**src/rtl/log_exp_pkg.sv**
```systemverilog
// Shared op encoding, FSM state enum and default widths for the iterative log2/exp2 engine.
package log_exp_pkg;

  localparam int DW_DEF = 32;
  localparam int CW_DEF = 8;

  localparam logic OP_LOG2 = 1'b0;
  localparam logic OP_EXP2 = 1'b1;

  typedef enum logic [1:0] {
    IDLE = 2'd0,
    RUN  = 2'd1,
    DONE = 2'd2
  } state_e;

endpackage

```
**src/rtl/log_exp_datapath.sv**
```systemverilog
// Operand shifter, accumulator and exponent counter; one iteration per step_i cycle.
// Optional iteration counter (out_iters) under LOG_EXP_ITER_CNT_EN.
module log_exp_datapath
  import log_exp_pkg::*;
#(
  parameter int DW = DW_DEF,
  parameter int CW = CW_DEF
) (
  input  logic          clk,
  input  logic          rst,
  input  logic          load_i,
  input  logic          step_i,
  input  logic          op_i,
  input  logic [DW-1:0] data_i,
  output logic          term_o,
  output logic [DW-1:0] result_o
`ifdef LOG_EXP_ITER_CNT_EN
  ,
  output logic [CW-1:0] iters_o
`endif
);

  logic          op_q, op_d;
  logic [DW-1:0] opnd_q, opnd_d;
  logic [DW-1:0] acc_q, acc_d;
  logic [CW-1:0] cnt_q, cnt_d;

  // log2 stops when the operand drains; exp2 stops on exhausted exponent or shifted-out one.
  assign term_o   = (op_q == OP_LOG2) ? (opnd_q == '0) : ((cnt_q == '0) || (acc_q == '0));
  assign result_o = acc_q;

  always_comb begin
    op_d   = op_q;
    opnd_d = opnd_q;
    acc_d  = acc_q;
    cnt_d  = cnt_q;
    if (load_i) begin
      op_d   = op_i;
      opnd_d = data_i;
      acc_d  = (op_i == OP_EXP2) ? DW'(1) : '0;
      cnt_d  = (op_i == OP_EXP2) ? data_i[CW-1:0] : '0;
    end else if (step_i) begin
      if (op_q == OP_LOG2) begin
        opnd_d = opnd_q >> 1;
        acc_d  = DW'(acc_q[CW-1:0] + CW'(1));
      end else begin
        acc_d  = acc_q << 1;
        cnt_d  = cnt_q - CW'(1);
      end
    end
  end

  always_ff @(posedge clk) begin
    if (rst) begin
      op_q   <= OP_LOG2;
      opnd_q <= '0;
      acc_q  <= '0;
      cnt_q  <= '0;
    end else begin
      op_q   <= op_d;
      opnd_q <= opnd_d;
      acc_q  <= acc_d;
      cnt_q  <= cnt_d;
    end
  end

`ifdef LOG_EXP_ITER_CNT_EN
  logic [CW-1:0] iters_q, iters_d;

  always_comb begin
    iters_d = iters_q;
    if (load_i)      iters_d = '0;
    else if (step_i) iters_d = iters_q + CW'(1);
  end

  always_ff @(posedge clk) begin
    if (rst) iters_q <= '0;
    else     iters_q <= iters_d;
  end

  assign iters_o = iters_q;
`endif

endmodule

```
**src/rtl/log_exp_iter_ctrl.sv**
```systemverilog
// Iterative log2 (bit-length) / exp2 engine: IDLE->RUN->DONE handshake FSM, result k+1 cycles after accept.
// One request at a time; result held in DONE until out_ready. LOG_EXP_ITER_CNT_EN adds out_iters.
module log_exp_iter_ctrl
  import log_exp_pkg::*;
#(
  parameter int DW = DW_DEF,
  parameter int CW = CW_DEF
) (
  input  logic          clk,
  input  logic          rst,
  input  logic          in_valid,
  output logic          in_ready,
  input  logic          in_op,
  input  logic [DW-1:0] in_data,
  output logic          out_valid,
  input  logic          out_ready,
  output logic [DW-1:0] out_data,
  output logic          busy
`ifdef LOG_EXP_ITER_CNT_EN
  ,
  output logic [CW-1:0] out_iters
`endif
);

  state_e state_q, state_d;
  logic   load, step, term;

  assign in_ready  = (state_q == IDLE);
  assign out_valid = (state_q == DONE);
  assign busy      = (state_q != IDLE);
  assign load      = in_ready && in_valid;
  assign step      = (state_q == RUN) && !term;

  always_comb begin
    state_d = state_q;
    case (state_q)
      IDLE:    if (in_valid)  state_d = RUN;
      RUN:     if (term)      state_d = DONE;
      DONE:    if (out_ready) state_d = IDLE;
      default:                state_d = IDLE;
    endcase
  end

  always_ff @(posedge clk) begin
    if (rst) state_q <= IDLE;
    else     state_q <= state_d;
  end

  log_exp_datapath #(
    .DW(DW),
    .CW(CW)
  ) u_dp (
    .clk      (clk),
    .rst      (rst),
    .load_i   (load),
    .step_i   (step),
    .op_i     (in_op),
    .data_i   (in_data),
    .term_o   (term),
    .result_o (out_data)
`ifdef LOG_EXP_ITER_CNT_EN
    ,
    .iters_o  (out_iters)
`endif
  );

endmodule
```
**config.mk**
```make
export PLATFORM = sky130hd
export DESIGN_NAME = log_exp_iter_ctrl
export DESIGN_NICKNAME = d
export VERILOG_FILES = /design/src/rtl/log_exp_pkg.sv /design/src/rtl/log_exp_datapath.sv /design/src/rtl/log_exp_iter_ctrl.sv
export SDC_FILE = /design/constraint.sdc
export NUM_CORES = 1
export LEC_CHECK = 0
export BUFFER_PORTS_ARGS = -buffer_cell sky130_fd_sc_hd__buf_2
export CORE_MARGIN = 2
export CORE_UTILIZATION = 55
export DETAILED_ROUTE_END_ITERATION = 8
export PLACE_DENSITY = 0.87
export SLEW_MARGIN = 10
export SYNTH_ARGS = -nofsm -noshare
export SYNTH_HDL_FRONTEND = slang
export SYNTH_SLANG_ARGS = --single-unit
```
**constraint.sdc**
```tcl
create_clock -name clk -period 2.98 [get_ports clk]
set_clock_uncertainty 0.1 [all_clocks]
set_input_delay 0.298 -clock clk [delete_from_list [all_inputs] [get_ports clk]]
set_output_delay 0.298 -clock clk [all_outputs]
set_load 0.02 [all_outputs]
```
==> flow_metrics.env <==
export IMPL_critPathCaptureType="flop"
export IMPL_layout_common_cells="nor2_1, dfxtp_1, buf_2, a2111oi_2, a22o_1"
export IMPL_hold_viol=0
export IMPL_critPathBufInv=1
export IMPL_row_count=29
export IMPL_post_cts_resized=0
export IMPL_grt_pass1_vias=2865
export IMPL_powerDensity_mw_per_mm2=585
export IMPL_syn_nets=430
export IMPL_cts_inserted_buffers=9
export IMPL_async_flop_share_pct=0
export IMPL_ctsHtreeMaxLevel=3
export IMPL_vias_per_cell=5.88
export IMPL_outcome="complete, no violations"
export IMPL_num_vias=3146
export IMPL_worst_path_largest_cell_delay_ps=390
export IMPL_cts_tree="built"
export IMPL_cts_sinks=75
export IMPL_synth_warnings=0
export IMPL_core_area_mm2=0.00635
export IMPL_syn_to_final_growth_pct=15.7
export IMPL_root_buffer="clkbuf_8"
export IMPL_dieArea_mm2=0.00722
export IMPL_crit_slowest_cell="dfxtp_1"
export IMPL_first_pass_iters=4
export IMPL_maxCapViolCount=0
export IMPL_maxSlewViolCount=0
export IMPL_ir_drop_v=0.000472
export IMPL_start_util_pct=56.8
export IMPL_drt_iter0_drc=171
export IMPL_antenna_found_initial=0
export IMPL_path_cells="inv_1 -> ha_1 -> nor4b_1 -> nand4_1 -> o22ai_4 -> a21o_1 -> mux2_1 -> o31ai_1"
export IMPL_diodes=0
export IMPL_track_usage_pct=22.2
export IMPL_ys_seq_elements=75
export IMPL_cp_arrival_ps=2540
export IMPL_cts_max_path_buffers=2
export IMPL_clock_latency_ps=360
export IMPL_syn_avg_cell_area_um2=9.27
export IMPL_remaining_drc_errors=0
export IMPL_syn_cell_area_mm2=0.00360
export IMPL_rsz0062_at_grt="no"
export IMPL_p_leak_nw=1.72
export IMPL_fp_dieH_um=85.0
export IMPL_setup_worst_path_start_class="flop"
export IMPL_routed_wl_um=7970
export IMPL_synth_edff_count=0
export IMPL_fin_ws_ps=596
export IMPL_drive_gt1_share_pct=29.3
export IMPL_max_clock_freq_mhz=420
export IMPL_io_pins=72
export IMPL_detail_route_antenna_nets=0
export IMPL_synthCells=389
export IMPL_clk_pin_slew_ps=80
export IMPL_dp_hpwl_um=5530
export IMPL_setup_viol=0
export IMPL_worst_pin_slew_ps=600
export IMPL_holdWs_ps=59.3
export IMPL_slew_limit_headroom_pct=60.0
export IMPL_place_ws_ps=661
export IMPL_synth_ff_type="dfxtp_1"
export IMPL_hold_path_class="in2reg"
export IMPL_nets=494
export IMPL_cts_hold_buf=0
export IMPL_ys_seq_area_share_pct=41.7
export IMPL_post_cts_buffers=0
export IMPL_gp_congestion=0.884
export IMPL_fin_setup_tns_ps=0
export IMPL_fin_crit_sh_pct=80.0
export IMPL_grt_ovfl_total=0
export IMPL_grt_pass1_wl_um=13000
export IMPL_path_class="reg2reg"
export IMPL_min_period_ps=2380
export IMPL_port_buffers=71
export IMPL_crit_family="compound AO/OA/AOI/OAI gates"
export IMPL_routedWlPerCell_um=14.9
export IMPL_grt_max_degree=41
export IMPL_required_ps=3140
export IMPL_layout_commonest_cell="nor2_1"
export IMPL_cp_max_fo=10
export IMPL_synth_cell_types=47
export IMPL_die_w_um=85.0
cell families after synthesis:
family | count (synthesis) | synth area share [%]
and+or+nand+nor | 169 | 21.8
AOI/OAI and AO/OA | 95 | 26.6
muxes | 4 | 1.15
buffers and inverters | 34 | 5.52
adders and majority gates | 4 | 1.39
xor gates and xnor gates | 8 | 1.94
DFF | 75 | 41.7
state kept, by name, indices dropped and copies added, names as in the netlist:
name and flops:
state_q 2, u_dp.cnt_q 8, u_dp.result_o 32, u_dp.op_q 1
u_dp.opnd_q 32
layout make-up:
type | instances | area (um^2)
fill | 514 | 2180
multi-input combinational | 280 | 1910
sequential | 75 | 1500
timing repair buffer | 80 | 435
clock buffer | 9 | 124
tap | 77 | 96.3
clock inverter | 7 | 75.1
inverter | 7 | 26.3
cells in the mapped netlist, types with 5 or more instances:
master,instances,area [um^2]
a2111oi_2,27,405
nor3_1,9,45.0
nand2_1,14,52.6
inv_1,7,26.3
a21oi_1,7,35.0
o21ai_0,8,40.0
nor2_1,107,402
xnor2_1,8,70.1
nand4_1,5,31.3
clkbuf_1,14,52.6
a22o_1,24,210
nor4_1,14,87.6
dfxtp_1,75,1500
buf_6,8,90.1
worst paths after layout:
kind | from | slack [ps] | depth (start not counted) | endpoint
min reg2reg | u_dp.result_o[8] | 400 | 2 | u_dp.result_o[8]
max | u_dp.result_o[0] | 600 | 8 | u_dp.result_o[5]
min | in_data[5] | 60 | 3 | u_dp.cnt_q[5]
max reg2reg | u_dp.result_o[0] | 600 | 8 | u_dp.result_o[5]
tightest hold or removal path, cell delays in order:
cell	delay, ps
buf_2	90
nand2_1	40
o21ai_0	60
layer usage:
layer	track usage, %	vias up	wire length [um]
met3	6.71	11	478
met1	27.8	1483	3470
met5	0	-	0
met4	8.23	0	133
met2	36.2	95	3890
li1	-	1557	-
report_power, final:
part,leakage [nW],internal (mW),switching [mW]
logic,1.01,0.205,0.303
registers,0.613,1.08,0.0680
clock network,0.0923,0.390,0.390
total,1.72,1.68,0.761
metrics by stage:
stage	power [mW]	util, %	instances	cell area [um^2]
after floorplan	1.57	-	389	3600
after global placement	1.66	62.5	519	3970
after detailed placement	1.68	62.5	519	3970
after CTS	2.45	65.7	535	4170
after global routing	2.56	65.7	535	4170
final	2.44	65.7	535	4170
Power figures use the tool's default switching activity.
